File: config.mk
export PLATFORM = sky130hd
export DESIGN_NAME = ifetch_flat
export DESIGN_NICKNAME = d
export VERILOG_FILES = /design/src/rtl/cpu_pkg.sv /design/src/rtl/ifetch_if.sv /design/src/rtl/ifetch_pc_unit.sv /design/src/rtl/ifetch.sv /design/src/flat_wrapper.sv
export SDC_FILE = /design/constraint.sdc
export NUM_CORES = 1
export LEC_CHECK = 0
export CORE_ASPECT_RATIO = 0.5
export CORE_UTILIZATION = 50
export CTS_BUF_LIST = sky130_fd_sc_hd__clkbuf_4 sky130_fd_sc_hd__clkbuf_8
export DETAILED_ROUTE_END_ITERATION = 10
export PLACE_DENSITY_LB_ADDON = 0.2
export SYNTH_ARGS = -nofsm -noshare
export SYNTH_HDL_FRONTEND = slang
export SYNTH_SLANG_ARGS = --single-unit
File: constraint.sdc
create_clock -name clk -period 2.6 [get_ports clk]
set_clock_uncertainty 0.15 [all_clocks]
set_input_delay 0.26 -clock clk [delete_from_list [all_inputs] [get_ports clk]]
set_output_delay 0.26 -clock clk [all_outputs]
set_load 0.03 [all_outputs]
File: src/rtl/cpu_pkg.sv
// rtl/cpu_pkg.sv - shared CPU constants, word address type and PC select encoding
package cpu_pkg;

    localparam int ADDR_W = 10;
    localparam int DATA_W = 32;
    localparam logic [ADDR_W-1:0] RESET_PC = '0;

    typedef logic [ADDR_W-1:0] word_addr_t;
    typedef logic [DATA_W-1:0] word_t;

    typedef enum logic [1:0] {
        PC_HOLD = 2'd0,
        PC_INCR = 2'd1,
        PC_LOAD = 2'd2
    } pc_sel_e;

endpackage

File: src/rtl/ifetch_if.sv
// rtl/ifetch_if.sv - fetch unit bus: imem address/data, decode control and instruction output
interface ifetch_if #(
    parameter int ADDR_W = cpu_pkg::ADDR_W,
    parameter int DATA_W = cpu_pkg::DATA_W
);
    logic [ADDR_W-1:0] imem_addr;
    logic [DATA_W-1:0] imem_dout;
    logic              stall;
    logic              redirect;
    logic [ADDR_W-1:0] redirect_pc;
    logic [DATA_W-1:0] instr;
    logic [ADDR_W-1:0] instr_pc;
    logic              instr_valid;

    modport master (
        output imem_addr,
        input  imem_dout,
        input  stall,
        input  redirect,
        input  redirect_pc,
        output instr,
        output instr_pc,
        output instr_valid
    );

    modport slave (
        input  imem_addr,
        output imem_dout,
        output stall,
        output redirect,
        output redirect_pc,
        input  instr,
        input  instr_pc,
        input  instr_valid
    );
endinterface

File: src/rtl/ifetch_pc_unit.sv
// rtl/ifetch_pc_unit.sv - program counter register with hold/increment/load select
module pc_unit
    import cpu_pkg::*;
#(
    parameter int                ADDR_W   = cpu_pkg::ADDR_W,
    parameter logic [ADDR_W-1:0] RESET_PC = '0
) (
    input  logic              clk,
    input  logic              rst,
    input  pc_sel_e           i_sel,
    input  logic [ADDR_W-1:0] i_load_pc,
    output logic [ADDR_W-1:0] o_pc
);
    logic [ADDR_W-1:0] r_pc;

    // Increment relies on natural ADDR_W-bit overflow for the wrap to 0.
    always_ff @(posedge clk or posedge rst) begin
        if (rst) begin
            r_pc <= RESET_PC;
        end else begin
            case (i_sel)
                PC_LOAD: r_pc <= i_load_pc;
                PC_INCR: r_pc <= r_pc + 1'b1;
                default: r_pc <= r_pc;
            endcase
        end
    end

    assign o_pc = r_pc;
endmodule

File: src/rtl/ifetch.sv
// rtl/ifetch.sv - instruction fetch: drives imem address, tags returned words with PC, handles stall/redirect
module ifetch
    import cpu_pkg::*;
#(
    parameter int                ADDR_W   = cpu_pkg::ADDR_W,
    parameter int                DATA_W   = cpu_pkg::DATA_W,
    parameter logic [ADDR_W-1:0] RESET_PC = cpu_pkg::RESET_PC
) (
    input logic     clk,
    input logic     rst,
    ifetch_if.master bus
);
    logic [ADDR_W-1:0] w_pc;
    pc_sel_e           w_sel;
    logic [ADDR_W-1:0] r_ipc;
    logic              r_valid;
    logic              r_held;
    logic [DATA_W-1:0] r_hold;

    always_comb begin
        w_sel = PC_INCR;
        if (bus.redirect) begin
            w_sel = PC_LOAD;
        end else if (bus.stall) begin
            w_sel = PC_HOLD;
        end
    end

    pc_unit #(
        .ADDR_W   (ADDR_W),
        .RESET_PC (RESET_PC)
    ) u_pc_unit (
        .clk       (clk),
        .rst       (rst),
        .i_sel     (w_sel),
        .i_load_pc (bus.redirect_pc),
        .o_pc      (w_pc)
    );

    // imem_dout only lives for one cycle, so the first stalled cycle captures it
    // and later stalled cycles replay the captured copy.
    always_ff @(posedge clk or posedge rst) begin
        if (rst) begin
            r_ipc   <= '0;
            r_valid <= 1'b0;
            r_held  <= 1'b0;
            r_hold  <= '0;
        end else if (bus.redirect) begin
            r_valid <= 1'b0;
            r_held  <= 1'b0;
        end else if (bus.stall) begin
            if (!r_held) begin
                r_hold <= bus.imem_dout;
                r_held <= 1'b1;
            end
        end else begin
            r_ipc   <= w_pc;
            r_valid <= 1'b1;
            r_held  <= 1'b0;
        end
    end

    assign bus.imem_addr   = w_pc;
    assign bus.instr       = r_valid ? (r_held ? r_hold : bus.imem_dout) : '0;
    assign bus.instr_pc    = r_ipc;
    assign bus.instr_valid = r_valid;
endmodule

File: src/flat_wrapper.sv
// flat-port wrapper written by rule: the top's interface ports become plain ports
module ifetch_flat import cpu_pkg::*;
#(
    parameter int                ADDR_W   = cpu_pkg::ADDR_W,
    parameter int                DATA_W   = cpu_pkg::DATA_W,
    parameter logic [ADDR_W-1:0] RESET_PC = cpu_pkg::RESET_PC
)
  (clk, rst, bus_imem_addr, bus_imem_dout, bus_stall, bus_redirect, bus_redirect_pc, bus_instr, bus_instr_pc, bus_instr_valid);
  ifetch_if #(.ADDR_W(ADDR_W), .DATA_W(DATA_W)) bus_i ();
  input logic clk;
  input logic rst;
  output wire logic [$bits(bus_i.imem_addr)-1:0] bus_imem_addr;
  input wire logic [$bits(bus_i.imem_dout)-1:0] bus_imem_dout;
  input wire logic [$bits(bus_i.stall)-1:0] bus_stall;
  input wire logic [$bits(bus_i.redirect)-1:0] bus_redirect;
  input wire logic [$bits(bus_i.redirect_pc)-1:0] bus_redirect_pc;
  output wire logic [$bits(bus_i.instr)-1:0] bus_instr;
  output wire logic [$bits(bus_i.instr_pc)-1:0] bus_instr_pc;
  output wire logic [$bits(bus_i.instr_valid)-1:0] bus_instr_valid;
  assign bus_imem_addr = bus_i.imem_addr;
  assign bus_i.imem_dout = bus_imem_dout;
  assign bus_i.stall = bus_stall;
  assign bus_i.redirect = bus_redirect;
  assign bus_i.redirect_pc = bus_redirect_pc;
  assign bus_instr = bus_i.instr;
  assign bus_instr_pc = bus_i.instr_pc;
  assign bus_instr_valid = bus_i.instr_valid;
  ifetch #(.ADDR_W(ADDR_W), .DATA_W(DATA_W), .RESET_PC(RESET_PC)) u_core (.clk(clk), .rst(rst), .bus(bus_i));
endmodule
# After elaboration in Yosys (flattened, before gate mapping)
# Index checks and enable logic that the tools add are counted.
# word_totals
reg_bits	54
inputBits	46
wordCells	23
# classes
n_addsub	1
eq_ne	3
n_mux	9
bitwise	2
n_reduce_logical	3
# ops
cell	count
32-bit two-way mux	2
10-bit case mux with 2 select lines	1
10-bit by 1-bit adder with 10-bit output (second input constant)	1
1-bit two-way mux	5
2-bit AND reduction	2
2-bit by 1-bit equality test with 1-bit output (second input constant)	1
2-bit equality test (second input constant)	1
2-bit two-way mux	1
2-bit by 1-bit != test with 1-bit output (second input constant)	1
1-bit inverter	2
2-bit nonzero test	1

# Logic depth before layout (Yosys ltp)
# logic_depth
word_depth	4
ltp_mapped	6

# Cells and area by module
# Synthesis repeated with hierarchy kept, for this count alone.
# unflattened
hier_cells	240
area_unflattened_um2	2780.2
# by_module_without_submodules
module	n_inst	cells_each	area_per_inst_um2	seq_area_each_um2
ifetch	1	167	2132.0	1101.1
pc_unit	1	73	648.1	250.2

# Worst setup path before layout
# No wires, ideal clock.
# synth_timing
path_type	register to register
startpoint	register u_core.u_pc_unit.r_pc[0] (netlist: u_core.u_pc_unit.o_pc[0])
endpoint	register u_core.u_pc_unit.r_pc[8] (netlist: u_core.u_pc_unit.o_pc[8])
setup_time_ps	126
arrival_time_ps	1487
setup_slack_ps	837
path_stages_with_launch	5
synth_period_minus_slack_ps	1763
cell_sequence	dfrtp_1 ha_1 nand3b_1 o311a_1 a221o_1
# synth_via
elab_chain_len	2
# synth_lines
item	line	rtl
from (decl)	ifetch_pc_unit.sv:14	logic [ADDR_W-1:0] r_pc;
from (signal assigned)	ifetch_pc_unit.sv:22	PC_LOAD: r_pc <= i_load_pc;
from (signal assigned)	ifetch_pc_unit.sv:23	PC_INCR: r_pc <= r_pc + 1'b1;
from (signal assigned)	ifetch_pc_unit.sv:24	default: r_pc <= r_pc;
10-bit by 1-bit adder with 10-bit output	ifetch_pc_unit.sv:23	
10-bit case mux with 2 select lines	ifetch_pc_unit.sv:21	case (i_sel)
# No other way between the ends.
# A chain may end at the register's enable or synchronous reset.

# Worst setup path after layout
# layout_timing
startpoint	register u_core.r_held
endpoint	output bus_instr[3]
# layout_via
elab_chain_len	2
# layout_lines
item	line	rtl
from (decl)	ifetch.sv:17	logic r_held;
from (signal assigned)	ifetch.sv:46	r_held <= 1'b0;
from (signal assigned)	ifetch.sv:50	r_held <= 1'b0;
from (signal assigned)	ifetch.sv:54	r_held <= 1'b1;
32-bit two-way mux	--	
32-bit two-way mux	ifetch.sv:64	assign bus.instr = r_valid ? (r_held ? r_hold : bus.imem_dout) : '0;
to (decl)	flat_wrapper.sv:17	output wire logic [$bits(bus_i.instr)-1:0] bus_instr;
# No other way between the ends.

==> impl_metrics.yaml <==
outcome:
  outcome: "complete, no violations"
setup_path:
  cp.arrival_ns: 2.12
  timing.setup.critical_path_class: "register to output port"
  rrSetupSlack_ns: 0.66
  cp.required_ns: 2.19
  critPathCaptureType: "output port"
  startpoint_type: "register"
  reg2reg_from: "u_core.r_held$_DFF_PP0_"
  reg2regPathDepth: 4
  rr_endpoint: "u_core.r_hold[29]$_DFFE_PP0P_"
  critical_path.max_fanout: 18
timing:
  final_hold_viol_count: 0
  grt_setup_unrepaired: "false"
  worst-slew-pin-transition_ns: 0.573
  final_period_minus_worst_setup_slack_ns: 2.53
  maxClockFrequency_ghz: 0.395
  finalSetupViolations: 0
  setup_total_negative_slack_ns: 0
  timing_max_transition_violations_final: 0
  post-route-period-util_pct: 97.3
  max_slew_margin_pct: 61.8
grt:
  number_of_global_route_vias_before_repair: 2126
  grt_start_max_net_pins: 34
  globalRouteMet3Util_pct: 5.90
  grt_util_met2_pct: 37.8
  antenna_found_initial: 0
  grt_first_pass_wirelength_um: 10400
  met1_usage_pct: 29.2
  globalRoute.totalOverflow: 0
  total_grt_usage_pct: 22.2
  grt.busiest_layer: "met2"
floorplanning:
  fp.dieArea_um2: 6010
  floorplan.initialDensity_pct: 54.7
  boundaryPins: 99
  rows: 18
  die_x_um: 109
  core_area_um2: 5200
  die_y_um: 55.3
final_layout:
  final.fill_count: 356
  area_growth_pct: 40.7
  ratio_of_cells_with_drive_above_1_in_the_final_layout_pct: 20.1
  fin_nets: 375
  antennaDiodeCount: 0
clock_network:
  clock_tree_root_driver_cell: "clkbuf_8"
  cts_made_buffers: 5
  insertion_delay_ns: 0.29
  tritoncts: "yes"
  cts.hold.buffers_added: 0
  cts.sink_count: 54
  clkTransAtPathRegs_ns: 0.09
  max-clock-path-buffers: 2
  clock_tree.htree_level_count: 2
pwr:
  combinational_fraction_of_design_power_pct: 33.3
  power.density_nw_per_um2: 583
  peakVddDrop_v: 0.000358
  total_power_mw: 2.33
  total_switching_power_uw: 726
  netSwitchingFraction_pct: 31.1
  clock_power_share_pct: 20.2
  internal-power_mw: 1.61
  seqPwrFrac_pct: 46.5
  p_leak_nw: 1.70
drt:
  avgRoutedWirePerCell_um: 16.2
  drt-vias-per-instance: 5.33
  first_iter_violations: 79
  detailedRoute.firstPassIterationCount: 4
  routed_wirelength_um: 6460
  detailroute.via_count: 2126
  drc: 0
  detail-route-antenna-nets: 0
place:
  place.port_buffers: 98
  finalWeightedCongestion: 0.841
  dpl.hpwl_um: 4610
synthesis:
  synth-simple-area-share_pct: 11.7
  ys_warn_count: 0
  yosys.area_share.adder_pct: 0.440
  synth_area_um2: 2850
  netlist_instances: 228
  yosys_register_bits: 54
  synth_compound_gate_area_share_pct: 3.03
  synth_area_per_cell_um2: 12.5
  yosys-mux-area-fraction_pct: 32.2
  synth_cell_types: 31
  synth_nets: 275
  synth_top_family_by_area: "multiplexers"
  post_synth_xor_area_fraction_pct: 1.23
  ys_seq_area_share_pct: 47.5
worst_hold_path:
  worst_min_delay_path_category: "primary input to async pin"
flow_run:
  cap_viol_max_count: 0
[power groups by stage]
stage	logic, mW	registers [mW]	clock network, mW
2_1_floorplan	0.391	1.17	0
3_3_place_gp	0.750	1.09	0
3_5_place_dp	0.766	1.10	0
4_1_cts	0.772	1.09	0.487
5_1_grt	0.824	1.10	0.531
6_report	0.777	1.08	0.471
[metrics by stage]
| step | cell area, µm² | worst slack (ns) | util (%) | instances | hold slack, ns |
|---|---|---|---|---|---|
| floorplan | 2850 | 0.837 | - | 228 | 0.171 |
| global placement | 3880 | 0.214 | 74.5 | 390 | 0.338 |
| detailed placement | 3880 | 0.147 | 74.5 | 390 | 0.343 |
| CTS | 3980 | 0.0619 | 76.4 | 398 | 0.160 |
| global route | 4000 | 0.0176 | 76.9 | 399 | 0.178 |
| finish | 4000 | 0.0697 | 76.9 | 399 | 0.154 |
[kinds of logic (layout without fill, tap and decap cells)]
logic type | Yosys count | count (layout)
adder cells (fa/ha/maj) | 1 | 1
AND/OR/NAND/NOR | 63 | 63
buffers and inverters | 18 | 119
XOR/XNOR | 4 | 4
flip-flops | 54 | 54
AO/OA/AOI/OAI | 13 | 13
multiplexers | 75 | 75
[sequential cells by signal, summed over array words and instances, names as in the netlist]
| register | count |
|---|---|
| u_core.u_pc_unit.o_pc | 10 |
| u_core.r_hold | 32 |
| u_core.r_held | 1 |
| u_core.bus.instr_valid | 1 |
| u_core.bus.instr_pc | 10 |
[repair_timing]
item,in CTS,in global routing
gates resized for setup,1,0
setup buffers,0,1
pin swaps,0,0
endpoints found under the setup margin,32,6
[cells in the mapped netlist]
library cell | count | share of area (%)
a21oi_1 | 1 | 0.18
and2_1 | 1 | 0.22
or4_1 | 4 | 1.1
nor2b_1 | 2 | 0.44
ha_1 | 1 | 0.44
nor2_2 | 1 | 0.22
nor2b_4 | 2 | 0.97
o21ai_0 | 6 | 1.1
xor2_1 | 3 | 0.92
inv_1 | 4 | 0.53
xnor2_1 | 1 | 0.31
nor3_1 | 1 | 0.18
nand4b_1 | 1 | 0.31
dfrtp_1 | 54 | 47
a221oi_1 | 1 | 0.31
or3b_1 | 1 | 0.31
o211ai_1 | 3 | 0.79
nand2_1 | 9 | 1.2
buf_2 | 6 | 1.1
mux2_2 | 12 | 4.7
o311a_1 | 1 | 0.35
nand4_2 | 1 | 0.44
a221o_1 | 1 | 0.35
clkbuf_1 | 3 | 0.40
mux2_4 | 30 | 16
nand4b_4 | 1 | 0.84
buf_6 | 5 | 2.0
mux2i_1 | 33 | 12
nand3_1 | 5 | 0.88
nand3b_1 | 1 | 0.26
nor2_1 | 33 | 4.4
[cell usage in the layout (no fill, tap or decap), drive strengths merged, types with 2 or more instances in the layout]
cell type and count:
nand3 5, nor2b 4, nand4b 2, inv 4
mux2 42, nand2 9, xor2 3, or4 4
o211ai 3, o21ai 6, clkbuf 6, dfrtp 54
buf 9, nor2 34, clkdlybuf4s50 98, mux2i 33
[cell type report]
class                           instances  area [µm²]  share of cell area [%]
Multi-Input combinational cell        156        1380                    34.5
Tap cell                               70        87.6                    2.19
Inverter                                4        15.0                   0.375
Clock inverter                          2        12.5                   0.313
Clock buffer                            6        82.6                    2.06
Timing Repair Buffer                  107        1070                    26.7
Sequential cell                        54        1360                    33.9
[layer usage]
layer  vias to the layer above  wire length, µm
li1                       1000                -
met5                         -                0
met4                         0               17
met3                         2              351
met2                        72             3280
met1                      1052             2810
[worst max-delay path by stage]
stage | from | end | cells past startpoint
floorplan | u_core.u_pc_unit.o_pc[0]$_DFFE_PP0P_ | u_core.u_pc_unit.o_pc[8]$_DFFE_PP0P_ | 4
global placement | u_core.r_held$_DFF_PP0_ | bus_instr[4] | 3
detailed placement | u_core.r_held$_DFF_PP0_ | bus_instr[14] | 3
CTS | u_core.r_held$_DFF_PP0_ | bus_instr[14] | 3
global route | u_core.bus.instr_valid$_DFFE_PP0N_ | bus_instr[14] | 4
finish | u_core.r_held$_DFF_PP0_ | bus_instr[3] | 4
[critical path, stage by stage (launching register included)]
cell,delay [ns]
dfrtp_4,0.65
buf_16,0.24
mux2i_1,0.13
nor2_1,0.12
clkdlybuf4s50_1,0.69
(Power assumes the default switching activity.)
